## src/rtl/voice_alloc.sv

```systemverilog
// Voice allocation scheduler: scans a shadow voice table once per MIDI event,
// picks retrigger / free / steal target and issues one voice-RAM write command.
module voice_alloc #(
    parameter int unsigned NUM_VOICES = 32,
    parameter int unsigned VOICE_W    = 5
) (
    input  logic               clk32,
    input  logic               rst,
    input  logic               ev_valid,
    output logic               ev_ready,
    input  logic               ev_on,
    input  logic [6:0]         ev_note,
    input  logic [3:0]         ev_channel,
    input  logic [6:0]         ev_velocity,
    input  logic               rel_valid,
    input  logic [VOICE_W-1:0] rel_voice,
    output logic               wr_valid,
    input  logic               wr_ready,
    output logic [1:0]         wr_kind,
    output logic [VOICE_W-1:0] wr_voice,
    output logic [6:0]         wr_note,
    output logic [3:0]         wr_channel,
    output logic [6:0]         wr_velocity,
    output logic [VOICE_W:0]   active_count,
    output logic [7:0]         steal_count,
    output logic [7:0]         miss_count
);

    typedef enum logic [1:0] {S_IDLE, S_SCAN, S_DECIDE, S_ISSUE} state_e;
    typedef enum logic [1:0] {K_START = 2'd0, K_RELEASE = 2'd1, K_STEAL = 2'd2} kind_e;

    localparam logic [VOICE_W-1:0] LAST_IDX = VOICE_W'(NUM_VOICES - 1);

    state_e               state_q, state_d;
    logic [VOICE_W-1:0]   idx_q, idx_d;

    logic                 ev_on_q, ev_on_d;
    logic [6:0]           ev_note_q, ev_note_d;
    logic [3:0]           ev_channel_q, ev_channel_d;
    logic [6:0]           ev_velocity_q, ev_velocity_d;

    logic                 match_found_q, match_found_d;
    logic [VOICE_W-1:0]   match_idx_q, match_idx_d;
    logic                 free_found_q, free_found_d;
    logic [VOICE_W-1:0]   free_idx_q, free_idx_d;
    logic                 rel_found_q, rel_found_d;
    logic [VOICE_W-1:0]   rel_idx_q, rel_idx_d;
    logic [7:0]           rel_age_q, rel_age_d;
    logic                 held_found_q, held_found_d;
    logic [VOICE_W-1:0]   held_idx_q, held_idx_d;
    logic [7:0]           held_age_q, held_age_d;

    kind_e                kind_q, kind_d;
    logic [VOICE_W-1:0]   voice_q, voice_d;

    logic [NUM_VOICES-1:0] used_q, used_d;
    logic [NUM_VOICES-1:0] releasing_q, releasing_d;
    logic [6:0]           note_q    [NUM_VOICES];
    logic [6:0]           note_d    [NUM_VOICES];
    logic [3:0]           channel_q [NUM_VOICES];
    logic [3:0]           channel_d [NUM_VOICES];
    logic [7:0]           stamp_q   [NUM_VOICES];
    logic [7:0]           stamp_d   [NUM_VOICES];
    logic [7:0]           seq_q, seq_d;

    logic [VOICE_W:0]     active_count_q, active_count_d;
    logic [7:0]           steal_count_q, steal_count_d;
    logic [7:0]           miss_count_q, miss_count_d;

    logic [7:0]           scan_age;
    logic                 scan_hit;

    assign ev_ready     = (state_q == S_IDLE) && !rst;
    assign wr_valid     = (state_q == S_ISSUE);
    assign wr_kind      = kind_q;
    assign wr_voice     = voice_q;
    assign wr_note      = ev_note_q;
    assign wr_channel   = ev_channel_q;
    assign wr_velocity  = ev_velocity_q;
    assign active_count = active_count_q;
    assign steal_count  = steal_count_q;
    assign miss_count   = miss_count_q;

    always_comb begin
        state_d       = state_q;
        idx_d         = idx_q;
        ev_on_d       = ev_on_q;
        ev_note_d     = ev_note_q;
        ev_channel_d  = ev_channel_q;
        ev_velocity_d = ev_velocity_q;
        match_found_d = match_found_q;
        match_idx_d   = match_idx_q;
        free_found_d  = free_found_q;
        free_idx_d    = free_idx_q;
        rel_found_d   = rel_found_q;
        rel_idx_d     = rel_idx_q;
        rel_age_d     = rel_age_q;
        held_found_d  = held_found_q;
        held_idx_d    = held_idx_q;
        held_age_d    = held_age_q;
        kind_d        = kind_q;
        voice_d       = voice_q;
        used_d        = used_q;
        releasing_d   = releasing_q;
        note_d        = note_q;
        channel_d     = channel_q;
        stamp_d       = stamp_q;
        seq_d         = seq_q;
        steal_count_d = steal_count_q;
        miss_count_d  = miss_count_q;

        scan_age = seq_q - stamp_q[idx_q];
        scan_hit = used_q[idx_q] && (note_q[idx_q] == ev_note_q) &&
                   (channel_q[idx_q] == ev_channel_q) && (ev_on_q || !releasing_q[idx_q]);

        // Envelope-done clears come first so a same-cycle table write overrides them.
        if (rel_valid && releasing_q[rel_voice] &&
            !((state_q == S_ISSUE) && (rel_voice == voice_q))) begin
            used_d[rel_voice]      = 1'b0;
            releasing_d[rel_voice] = 1'b0;
        end

        unique case (state_q)
            S_IDLE: begin
                if (ev_valid && ev_ready) begin
                    ev_on_d       = ev_on;
                    ev_note_d     = ev_note;
                    ev_channel_d  = ev_channel;
                    ev_velocity_d = ev_velocity;
                    idx_d         = '0;
                    match_found_d = 1'b0;
                    free_found_d  = 1'b0;
                    rel_found_d   = 1'b0;
                    held_found_d  = 1'b0;
                    state_d       = S_SCAN;
                end
            end
            S_SCAN: begin
                if (scan_hit && !match_found_q) begin
                    match_found_d = 1'b1;
                    match_idx_d   = idx_q;
                end
                if (!used_q[idx_q] && !free_found_q) begin
                    free_found_d = 1'b1;
                    free_idx_d   = idx_q;
                end
                // Strict greater-than keeps the lower index on equal age.
                if (used_q[idx_q] && releasing_q[idx_q] &&
                    (!rel_found_q || (scan_age > rel_age_q))) begin
                    rel_found_d = 1'b1;
                    rel_idx_d   = idx_q;
                    rel_age_d   = scan_age;
                end
                if (used_q[idx_q] && !releasing_q[idx_q] &&
                    (!held_found_q || (scan_age > held_age_q))) begin
                    held_found_d = 1'b1;
                    held_idx_d   = idx_q;
                    held_age_d   = scan_age;
                end
                idx_d = idx_q + VOICE_W'(1);
                if (idx_q == LAST_IDX) begin
                    state_d = S_DECIDE;
                end
            end
            S_DECIDE: begin
                if (ev_on_q) begin
                    state_d = S_ISSUE;
                    if (match_found_q) begin
                        kind_d  = K_START;
                        voice_d = match_idx_q;
                    end else if (free_found_q) begin
                        kind_d  = K_START;
                        voice_d = free_idx_q;
                    end else if (rel_found_q) begin
                        kind_d  = K_STEAL;
                        voice_d = rel_idx_q;
                    end else begin
                        kind_d  = K_STEAL;
                        voice_d = held_idx_q;
                    end
                end else if (match_found_q) begin
                    kind_d  = K_RELEASE;
                    voice_d = match_idx_q;
                    state_d = S_ISSUE;
                end else begin
                    if (miss_count_q != 8'hFF) begin
                        miss_count_d = miss_count_q + 8'd1;
                    end
                    state_d = S_IDLE;
                end
            end
            S_ISSUE: begin
                if (wr_ready) begin
                    if (kind_q == K_RELEASE) begin
                        releasing_d[voice_q] = 1'b1;
                    end else begin
                        used_d[voice_q]      = 1'b1;
                        releasing_d[voice_q] = 1'b0;
                        note_d[voice_q]      = ev_note_q;
                        channel_d[voice_q]   = ev_channel_q;
                        stamp_d[voice_q]     = seq_q;
                        seq_d                = seq_q + 8'd1;
                        if ((kind_q == K_STEAL) && (steal_count_q != 8'hFF)) begin
                            steal_count_d = steal_count_q + 8'd1;
                        end
                    end
                    state_d = S_IDLE;
                end
            end
            default: state_d = S_IDLE;
        endcase
    end

    always_comb begin
        active_count_d = '0;
        for (int unsigned i = 0; i < NUM_VOICES; i++) begin
            active_count_d = active_count_d + (VOICE_W + 1)'(used_q[i]);
        end
    end

    always_ff @(posedge clk32) begin
        if (rst) begin
            state_q        <= S_IDLE;
            idx_q          <= '0;
            ev_on_q        <= 1'b0;
            ev_note_q      <= '0;
            ev_channel_q   <= '0;
            ev_velocity_q  <= '0;
            match_found_q  <= 1'b0;
            match_idx_q    <= '0;
            free_found_q   <= 1'b0;
            free_idx_q     <= '0;
            rel_found_q    <= 1'b0;
            rel_idx_q      <= '0;
            rel_age_q      <= '0;
            held_found_q   <= 1'b0;
            held_idx_q     <= '0;
            held_age_q     <= '0;
            kind_q         <= K_START;
            voice_q        <= '0;
            used_q         <= '0;
            releasing_q    <= '0;
            note_q         <= '{default: '0};
            channel_q      <= '{default: '0};
            stamp_q        <= '{default: '0};
            seq_q          <= '0;
            active_count_q <= '0;
            steal_count_q  <= '0;
            miss_count_q   <= '0;
        end else begin
            state_q        <= state_d;
            idx_q          <= idx_d;
            ev_on_q        <= ev_on_d;
            ev_note_q      <= ev_note_d;
            ev_channel_q   <= ev_channel_d;
            ev_velocity_q  <= ev_velocity_d;
            match_found_q  <= match_found_d;
            match_idx_q    <= match_idx_d;
            free_found_q   <= free_found_d;
            free_idx_q     <= free_idx_d;
            rel_found_q    <= rel_found_d;
            rel_idx_q      <= rel_idx_d;
            rel_age_q      <= rel_age_d;
            held_found_q   <= held_found_d;
            held_idx_q     <= held_idx_d;
            held_age_q     <= held_age_d;
            kind_q         <= kind_d;
            voice_q        <= voice_d;
            used_q         <= used_d;
            releasing_q    <= releasing_d;
            note_q         <= note_d;
            channel_q      <= channel_d;
            stamp_q        <= stamp_d;
            seq_q          <= seq_d;
            active_count_q <= active_count_d;
            steal_count_q  <= steal_count_d;
            miss_count_q   <= miss_count_d;
        end
    end

endmodule

```

## config.mk

```make
export PLATFORM = sky130hd
export DESIGN_NAME = voice_alloc
export DESIGN_NICKNAME = d
export VERILOG_FILES = /design/src/rtl/voice_alloc.sv
export SDC_FILE = /design/constraint.sdc
export NUM_CORES = 2
export LEC_CHECK = 0
export ABC_AREA = 1
export BUFFER_PORTS_ARGS = -buffer_cell sky130_fd_sc_hd__buf_2
export CORE_ASPECT_RATIO = 1.5
export CORE_MARGIN = 2
export CORE_UTILIZATION = 45
export CTS_BUF_LIST = sky130_fd_sc_hd__clkbuf_8
export DETAILED_ROUTE_END_ITERATION = 10
export PLACE_DENSITY = 0.66
export SETUP_SLACK_MARGIN = 0.4
export SYNTH_ARGS = -nofsm -noshare
export SYNTH_HDL_FRONTEND = slang
export SYNTH_SLANG_ARGS = --single-unit
```

## constraint.sdc

```tcl
create_clock -name clk32 -period 10.45 [get_ports clk32]
set_clock_uncertainty 0.05 [all_clocks]
set_input_delay 2.09 -clock clk32 [delete_from_list [all_inputs] [get_ports clk32]]
set_output_delay 2.09 -clock clk32 [all_outputs]
set_load 0.05 [all_outputs]
```

==> run metrics <==
setup_tns 0 ps; Mapped Area 0.0371 mm2; io pins 78; cell with the most instances after synthesis nand2_1; status complete, no violations; Final Power 7.35 mW; fin crit period 6550 ps; Req. time, crit path 11100 ps; Root Driver clkbuf_8; Inserted Clock Buffers 116; die area 0.0847 mm2; Top Usage Layer GRT met2; WL/cell 20.2 um; Cell variety after synth 53; Synth Warn # 0; Achievable Freq 0.153 GHz; CP endpoint kind flop; Final Hold Viols 0; met3 Track Usage GR 4.64%; fraction of layout cells with a size suffix above 1 7.80%; WL final 127000 um; largest net degree at the start of global routing 211; Post-Synthesis Net Count 5385; sequential share of the synthesized area 41.9%; remaining antenna violation count 0; RSZ-0062 raised after global routing false; worst setup path class flop to flop; total number of vias 35400; first-pass GRT wire length 193000 um; TritonRoute pass-1 iters 6; drt via density 5.62; DRC errors left 0; CP Launch Type flop; clk slew on worst S/H paths 70 ps; GPL Wtd Cong 0.907; CP Max Fanout 83; CTS tree done; die width 238 um; maxcap violations 0; clk_lat worst skew 800 ps; Max VDD drop 0.000122 V; H-Tree Depth 3; Layout Nets 5245; Core Util, Final 49.4%; CTS hold repair buffers 0; IO buf count 77; cts repair resizes 0; Tightest Hold Check Type flop to flop; Leak Pwr 16.6 nW; GR Util met2 49.5%; final cell count without fillers 6299; Area Growth Syn to Fin 8.41%; Final setup viols 0; ys async rst share 0%; dpl hpwl 76900 um; row count 128; synth top area cells dfxtp_1 (42%), a21oi_1 (9.8%), o21ai_0 (9.2%); post-synthesis instance total 5296; Post-synth EDFFs 0; area leader, netlist dfxtp_1; DP Cell Count 6078; Syn Area/Cell 7.00 um2; initial antenna violation count 3; Synth top area share 41.9%; P per Cell Area 183 mW/mm2; GRT met1 Usage 34.0%; post-CTS setup buffer count 0; die height 355 um; top cells by count, synth nand2_1 (800), dfxtp_1 (775), a21oi_1 (722); Critical Path AT 7190 ps; total global-route track usage 29.4%; clock sinks 775; fin crit share 62.7%; Initial DRC Count 3590; vias in the first global route 32800; clock buffer depth 3; synthesized flop and latch total 775; Starting Density 45.5%; predominant post-synthesis flop cell dfxtp_1; Worst Max-Slew Pin Slew 1120 ps; global route total overflow 0; relative slew slack 24.8%; core area 0.0814 mm2; Pins Over Slew Limit 0
per-layer routing:
| layer | vias up | share of wire, % |
|---|---|---|
| li1 | 17100 | - |
| met4 | 2 | 7.4 |
| met3 | 451 | 7.2 |
| met1 | 16400 | 38 |
| met5 | - | 0.010 |
| met2 | 1422 | 47 |
power breakdown:
| group | internal, mW | switching (mW) | total, mW |
|---|---|---|---|
| sequential | 3.00 | 0.0724 | 3.07 |
| combinational | 0.418 | 1.06 | 1.48 |
| clock | 1.53 | 1.27 | 2.80 |
cell usage in the layout (no fill, tap or decap), types with 14 or more instances in the layout:
| master | synthesis | layout |
|---|---|---|
| nor2_1 | 313 | 313 |
| o21ai_1 | 18 | 18 |
| o211ai_1 | 47 | 47 |
| a21oi_1 | 722 | 722 |
| clkbuf_8 | 0 | 155 |
| nand3_1 | 505 | 499 |
| clkinv_2 | 0 | 16 |
| inv_1 | 701 | 732 |
| buf_4 | 32 | 77 |
| buf_2 | 95 | 77 |
| a22oi_1 | 98 | 98 |
| nor3_1 | 14 | 14 |
| fa_1 | 25 | 25 |
| dfxtp_1 | 775 | 771 |
| nand2_1 | 800 | 799 |
| o22ai_1 | 16 | 16 |
| o21ai_0 | 682 | 682 |
| o221ai_1 | 21 | 21 |
| inv_2 | 25 | 25 |
| ha_1 | 35 | 35 |
flip-flops by register name, indices dropped and copies added, names as in the netlist, 5 cells and up:
signal and flops:
stamp_q 256, note_q 224, channel_q 128, releasing_q 32
used_q 32, held_age_q 8, miss_count 8, rel_age_q 8
seq_q 8, steal_count 8, wr_note 7, wr_velocity 7
active_count 6, free_idx_q 5, held_idx_q 5, idx_q 5
match_idx_q 5, rel_idx_q 5, wr_voice 5
logic make-up (layout without fill, tap and decap cells):
kind of cell	after synthesis	after routing	synth area share (%)
AOI/OAI and AO/OA	1637	1637	23.6
adders and majority gates	60	60	2.53
and+or+nand+nor	1675	1675	19.2
DFF	775	775	41.9
xor gates and xnor gates	8	8	0.209
other	0	2	0
buffers and inverters	1141	1102	12.5
path summary, 6_finish.rpt:
check	cells after the start	slack (ps)	from	to
worst max-delay path	27	3900	idx_q[0]	rel_idx_q[0]
worst min-delay path	2	390	stamp_q[31]	stamp_q[31]
worst max register to register	27	3900	idx_q[0]	rel_idx_q[0]
worst min register to register	2	390	stamp_q[31]	stamp_q[31]
critical path, cell delays in order, from the launching register on:
cell and delay (ps):
dfxtp_4 650, buf_4 770, buf_4 790, o21ai_0 200, o22ai_1 180, nor2_1 50, o311ai_1 430, nand2_1 280
ha_1 390, nand2_1 100, nand2_1 60, a21oi_1 190, o21ai_0 100, a21oi_1 160, inv_1 60, nand2_1 80
nand2_1 110, ha_1 320, nand2_1 70, nor2_1 140, nand2_1 70, o211ai_1 80, o21ai_0 100, a21oi_1 120
nand2_1 270, inv_2 280, o21ai_0 110, a21oi_1 150
per-stage QoR:
| step | hold slack (ps) | worst slack [ps] | cell area, um2 |
|---|---|---|---|
| after global placement | 380 | 4020 | 37500 |
| after detailed placement | 383 | 4050 | 37500 |
| after global routing | 411 | 3320 | 40200 |
| after CTS | 393 | 4020 | 40200 |
| final | 392 | 3900 | 40200 |
| after floorplan | 370 | 5540 | 37100 |
cell type report:
type                       instances  area, um2
antenna                            2       5.00
clock buffer                     155       2130
clock inverter                    64        526
fill                            8123      41200
inverter                         728       2750
multi-input combinational       3380      16900
sequential                       775      15500
tap                             1040       1300
timing repair buffer             155        983
Note: power is estimated with default switching activity, not from simulation.
